File: src/rtl/vga_controller.sv
// 640x480@60 VGA timing generator: 50 MHz clock, divide-by-2 pixel tick,
// active-low syncs, visible-area coordinates and display-active flag.
module vga_controller #(
  parameter int unsigned H_VISIBLE = 640,
  parameter int unsigned H_FRONT   = 16,
  parameter int unsigned H_SYNC    = 96,
  parameter int unsigned H_BACK    = 48,
  parameter int unsigned V_VISIBLE = 480,
  parameter int unsigned V_FRONT   = 10,
  parameter int unsigned V_SYNC    = 2,
  parameter int unsigned V_BACK    = 33
) (
  input  logic       clk,
  input  logic       rst,
  output logic       hSync,
  output logic       vSync,
  output logic [8:0] row,
  output logic [9:0] column,
  output logic       displayActive
);

  localparam int unsigned HW      = 10;
  localparam int unsigned VW      = 10;
  localparam int unsigned RW      = 9;
  localparam int unsigned H_TOTAL = H_VISIBLE + H_FRONT + H_SYNC + H_BACK;
  localparam int unsigned V_TOTAL = V_VISIBLE + V_FRONT + V_SYNC + V_BACK;

  localparam logic [HW-1:0] H_LAST   = HW'(H_TOTAL - 1);
  localparam logic [HW-1:0] H_VIS    = HW'(H_VISIBLE);
  localparam logic [HW-1:0] H_SYNC_S = HW'(H_VISIBLE + H_FRONT);
  localparam logic [HW-1:0] H_SYNC_E = HW'(H_VISIBLE + H_FRONT + H_SYNC - 1);
  localparam logic [VW-1:0] V_LAST   = VW'(V_TOTAL - 1);
  localparam logic [VW-1:0] V_VIS    = VW'(V_VISIBLE);
  localparam logic [VW-1:0] V_SYNC_S = VW'(V_VISIBLE + V_FRONT);
  localparam logic [VW-1:0] V_SYNC_E = VW'(V_VISIBLE + V_FRONT + V_SYNC - 1);

  logic          tick_q, tick_d;
  logic [HW-1:0] h_q, h_d;
  logic [VW-1:0] v_q, v_d;
  logic          hsync_q, hsync_d;
  logic          vsync_q, vsync_d;
  logic          active_q, active_d;
  logic [RW-1:0] row_q, row_d;
  logic [HW-1:0] col_q, col_d;

  // Outputs are decoded from the next counter values and registered, so they
  // move only on the edge that moves the counters and cannot glitch.
  always_comb begin
    tick_d = ~tick_q;
    h_d    = h_q;
    v_d    = v_q;
    if (tick_q) begin
      if (h_q == H_LAST) begin
        h_d = '0;
        v_d = (v_q == V_LAST) ? '0 : v_q + VW'(1);
      end else begin
        h_d = h_q + HW'(1);
      end
    end
    hsync_d  = ~((h_d >= H_SYNC_S) && (h_d <= H_SYNC_E));
    vsync_d  = ~((v_d >= V_SYNC_S) && (v_d <= V_SYNC_E));
    active_d = (h_d < H_VIS) && (v_d < V_VIS);
    col_d    = (h_d < H_VIS) ? h_d : '0;
    row_d    = (v_d < V_VIS) ? RW'(v_d) : '0;
  end

  always_ff @(posedge clk or negedge rst) begin
    if (!rst) begin
      tick_q   <= 1'b1;
      h_q      <= '0;
      v_q      <= '0;
      hsync_q  <= 1'b1;
      vsync_q  <= 1'b1;
      active_q <= 1'b1;
      row_q    <= '0;
      col_q    <= '0;
    end else begin
      tick_q   <= tick_d;
      h_q      <= h_d;
      v_q      <= v_d;
      hsync_q  <= hsync_d;
      vsync_q  <= vsync_d;
      active_q <= active_d;
      row_q    <= row_d;
      col_q    <= col_d;
    end
  end

  assign hSync         = hsync_q;
  assign vSync         = vsync_q;
  assign displayActive = active_q;
  assign row           = row_q;
  assign column        = col_q;

endmodule

File: config.mk
export PLATFORM = sky130hd
export DESIGN_NAME = vga_controller
export DESIGN_NICKNAME = d
export VERILOG_FILES = /design/src/rtl/vga_controller.sv
export SDC_FILE = /design/constraint.sdc
export NUM_CORES = 1
export LEC_CHECK = 0
export CAP_MARGIN = 10
export CORE_ASPECT_RATIO = 0.75
export CORE_MARGIN = 1.5
export CORE_UTILIZATION = 55
export CTS_CLUSTER_SIZE = 14
export DETAILED_ROUTE_END_ITERATION = 6
export HOLD_SLACK_MARGIN = 0.12
export PLACE_DENSITY = 0.79
export SLEW_MARGIN = 20
export SYNTH_ARGS = -nofsm -noshare
export SYNTH_HDL_FRONTEND = slang
export SYNTH_SLANG_ARGS = --single-unit
File: constraint.sdc
create_clock -name clk -period 3.78 [get_ports clk]
set_input_delay 0.756 -clock clk [delete_from_list [all_inputs] [get_ports clk]]
set_output_delay 0.756 -clock clk [all_outputs]
set_load 0.03 [all_outputs]
# Yosys cells after proc, flatten, opt, wreduce, memory -nomap -nowiden
# Cells that the tools add are included.
# Widths: inputs -> output; s select.
[totals]
regBits = 43
inputBits = 2
out_inout_bits = 22
elab_cells = 31
[op_classes]
addsub = 2
order_cmp = 6
n_eq_ne = 2
mux = 7
bitwise_logic = 3
reduce_logical = 3
[op_table]
columns = ["operator", "n"]
rows = [
  ["$mux 10", 6],
  ["$add 10x1->10 const B", 2],
  ["$eq 10x10->1 const B", 2],
  ["$ge 10x10->1 const B", 1],
  ["$ge 10x9->1 const B", 1],
  ["$le 10x10->1 const B", 1],
  ["$le 10x9->1 const B", 1],
  ["$lt 10x10->1 const B", 1],
  ["$lt 10x9->1 const B", 1],
  ["$mux 9", 1],
  ["$logic_and 1x1->1", 3],
  ["$not 1->1", 3],
]

# Depth between registers and ports, before layout
[logic_depth]
depth_word = 7
depth_mapped = 8
depth_no_buf = 7

# Least setup slack after synthesis
# OpenSTA, ideal clock, no wires.
[synth_timing]
kind = "register to register"
startpoint = "reg tick_q"
endpoint = "reg col_q[5] (netlist: column[5])"
arrival_ns = 1.917
required_time_ns = 3.642
setup_slack_ns = 1.725
stages_incl_launch_ff = 7
path_buffers = 1
cell_sequence = "dfstp_2 buf_2 nand3_1 or3_1 or4_4 nand3_4 a21oi_1"
[synth_between]
elab_chain_cells = 3
[synth_lines]
columns = ["item", "line", "source"]
rows = [
  ["start: declaration", "37", "logic tick_q, tick_d;"],
  ["start signal: assignment", "78", "tick_q <= tick_d;"],
  ["$mux 10 *", "52", "if (tick_q) begin"],
  ["$lt 10x10->1", "63", "col_d = (h_d < H_VIS) ? h_d : '0;"],
  ["$mux 10 *", "63", ""],
  ["net col_d[5]", "44", "logic [HW-1:0] col_q, col_d;"],
  ["end signal: assignment", "85", "col_q <= col_d;"],
  ["end: declaration", "44", ""],
]
# The timed path passes the listed nets; every way through them passes the cells marked *.

# Worst setup path after layout
[layout_timing]
startpoint = "reg h_q[0]"
endpoint = "reg row_q[6] (netlist: row[6])"
[layout_between]
elab_chain_cells = 5
[layout_lines]
columns = ["item", "line", "source"]
rows = [
  ["start: declaration", "38", "logic [HW-1:0] h_q, h_d;"],
  ["start signal: assignment", "70", "h_q <= '0;"],
  ["start signal: assignment", "79", "h_q <= h_d;"],
  ["$eq 10x10->1 *", "53", "if (h_q == H_LAST) begin"],
  ["$mux 10 *", "53", ""],
  ["$mux 10 *", "52", ""],
  ["$lt 10x9->1", "64", "row_d = (v_d < V_VIS) ? RW'(v_d) : '0;"],
  ["$mux 9 *", "64", ""],
  ["net row_d[6]", "43", "logic [RW-1:0] row_q, row_d;"],
  ["end signal: assignment", "84", "row_q <= row_d;"],
  ["end: declaration", "43", ""],
]
# Marked as above.

==> results.cfg <==
[outcome]
outcome = completed

[route]
drtAntennaViolNets = 0
drt-total-wl_um = 4060
drc = 0
drtIter0Drc = 90
vias_per_cell = 5.93
vias = 1535
wl_per_cell_um = 15.7
drtPass1Iterations = 4

[worst_setup_path]
endpoint_kind = flip-flop
worst-path-max-fanout = 14
startpoint_type = flip-flop
critical_path_required_ns = 3.93
cp.arrival_ns = 2.61
crit_type = flip-flop to flip-flop

[power_and_ir_drop]
power_density_mw_per_mm2 = 312
peakVddDrop_mv = 0.275
power_uw = 741
leakagePower_uw = 0.00102

[clock_tree]
cts-root-buf = clkbuf_8
cts_setup_buffers = 0
cts_made_buffers = 5
post_cts_resized = 0
path_clk_slew_ns = 0.08
clock_path_buffers = 2
cts_tree = yes
cts.sinks = 43
cts.htree.levels = 2
cts_hold_buf = 0
clk_latency_ns = 0.30

[cells_and_area]
layout-drive-gt1-share_pct = 10.0
area_growth_pct = 16.6
stdcell_count = 259
final_cell_mix = dfrtp_1, clkdlybuf4s50_1, nand2_1, nand3_1, inv_1
n_antenna_cell = 0
utilization_pct = 69.8
layout_commonest_cell = dfrtp_1
n_fill_cell = 247
regArea_sq_mm = 0.00108
multiInputGateArea_sq_um = 880
finalNetCount = 213

[logic_synthesis]
avgSynthCellArea_sq_um = 11.1
synth_cell_types = 51
ys_warn_count = 0
yosysSeqAreaShare_pct = 53.1
async_flop_share_pct = 100
synth_edf_count = 0
ys_ff_latch = 43
syn_nets = 189
netlist_area_sq_mm = 0.00204
ys.flop_type = dfrtp_1
synthCells = 184

[min_path]
worst_hold_path_type = input port to async pin

[floorplan]
die_y_um = 55.7
io_pins = 24
start_util_pct = 59.9
fp-row-count = 18
die-area_sq_mm = 0.00408
fp.dieW_um = 73.3
coreArea_sq_mm = 0.00340

[sta]
setup_violations = 0
finalSetupTns_ns = 0
post-route-period-util_pct = 65.1
setup_slack_ns = 1.32
fin_crit_ns = 2.46
drv_slew = 0
finClkSkew_ns = 0.0103
worst_pin_slew_ns = 0.914
slew_headroom_pct = 39.1
rsz0062_at_grt = false
hold_viol_final = 0
fmax_mhz = 407

[global_routing]
grt_pass1_vias = 1402
grt_pass1_wl_um = 6820
grt_max_degree = 44
grt.overflow.total = 0
antenna_found_initial = 0
grt_usage_pct = 22.1

[placement]
dp_slack_ns = 1.39
routabilityCongestion = 0.822
place_inst = 251
portBuffers = 23
dp_hpwl_um = 2740

[job]
cap_violations = 0
final timing paths:
check                       start         to  slack, ns  depth (start not counted)
setup / recovery           h_q[0]     row[6]       1.32                          7
hold / removal                rst  column[2]       0.59                          1
setup reg to reg           h_q[0]     row[6]       1.32                          7
hold reg to reg            tick_q     tick_q       0.59                          1
max in group asynchronous     rst  column[3]       2.61                          1
min in group clk           tick_q     tick_q       0.59                          1
power breakdown:
| part | total (uW) | internal, uW | switching, uW |
|---|---|---|---|
| sequential | 460 | 460 | 0 |
| clock | 272 | 131 | 141 |
| combinational | 8.57 | 0.374 | 8.19 |
layer usage:
layer  vias to the layer above  track usage (%)  wire, um
met2                        52             30.5      1790
met3                         7             5.43       216
met4                         0             9.16        72
met1                       758             33.1      1980
li1                        718                -         -
met5                         -                0         0
cell families after synthesis:
logic type / Yosys count / synth area share (%)
simple gates: 75 / 24.2
flops: 43 / 53.1
compound gates: 34 / 11.4
buf+inv: 17 / 3.69
xor+xnor: 9 / 4.24
mux: 3 / 1.54
fa+ha+maj: 3 / 1.84
flip-flops by register name (all words and copies together), names as in the netlist:
register,cells
vSync,1
column,10
hSync,1
tick_q,1
row,9
displayActive,1
v_q,10
h_q,10
cell usage after synthesis (3+ instances only):
| cell | number | area [sq um] |
|---|---|---|
| dfrtp_1 | 39 | 976 |
| nand2_1 | 12 | 45.0 |
| nand3_1 | 11 | 55.1 |
| inv_1 | 10 | 37.5 |
| nor3b_1 | 9 | 67.6 |
| o21ai_0 | 8 | 40.0 |
| xnor2_1 | 7 | 61.3 |
| a21boi_1 | 6 | 45.0 |
| buf_2 | 6 | 30.0 |
| nor3_1 | 6 | 30.0 |
| a21oi_1 | 5 | 25.0 |
| dfstp_2 | 4 | 105 |
| nand4_1 | 4 | 25.0 |
| nor2_1 | 4 | 15.0 |
| nor4_1 | 4 | 25.0 |
| a31oi_1 | 3 | 18.8 |
| and3_1 | 3 | 18.8 |
| ha_1 | 3 | 37.5 |
| or3_1 | 3 | 18.8 |
area by class of cell:
type	count	area share [%]
flip-flops and latches	43	45.5
multi-input cells	124	37.1
repair buffers	24	9.80
clock buffers	8	3.37
well taps	50	2.64
inverters	10	1.58
stage by stage:
| step | hold slack [ns] | cell area [sq um] |
|---|---|---|
| global route | 0.602 | 2370 |
| floorplan | 0.460 | 2040 |
| detailed placement | 0.559 | 2290 |
| CTS | 0.568 | 2370 |
| global placement | 0.530 | 2290 |
| finish | 0.586 | 2370 |
critical path, cell delays in order (launching register included):
cell and delay [ns]:
dfrtp_1 0.45, ha_1 0.29, nand2_1 0.14, nor3_2 0.73
a41oi_1 0.21, a31oi_1 0.19, buf_4 0.22, a311oi_1 0.07
No activity file was read; power rests on OpenSTA's default activity.
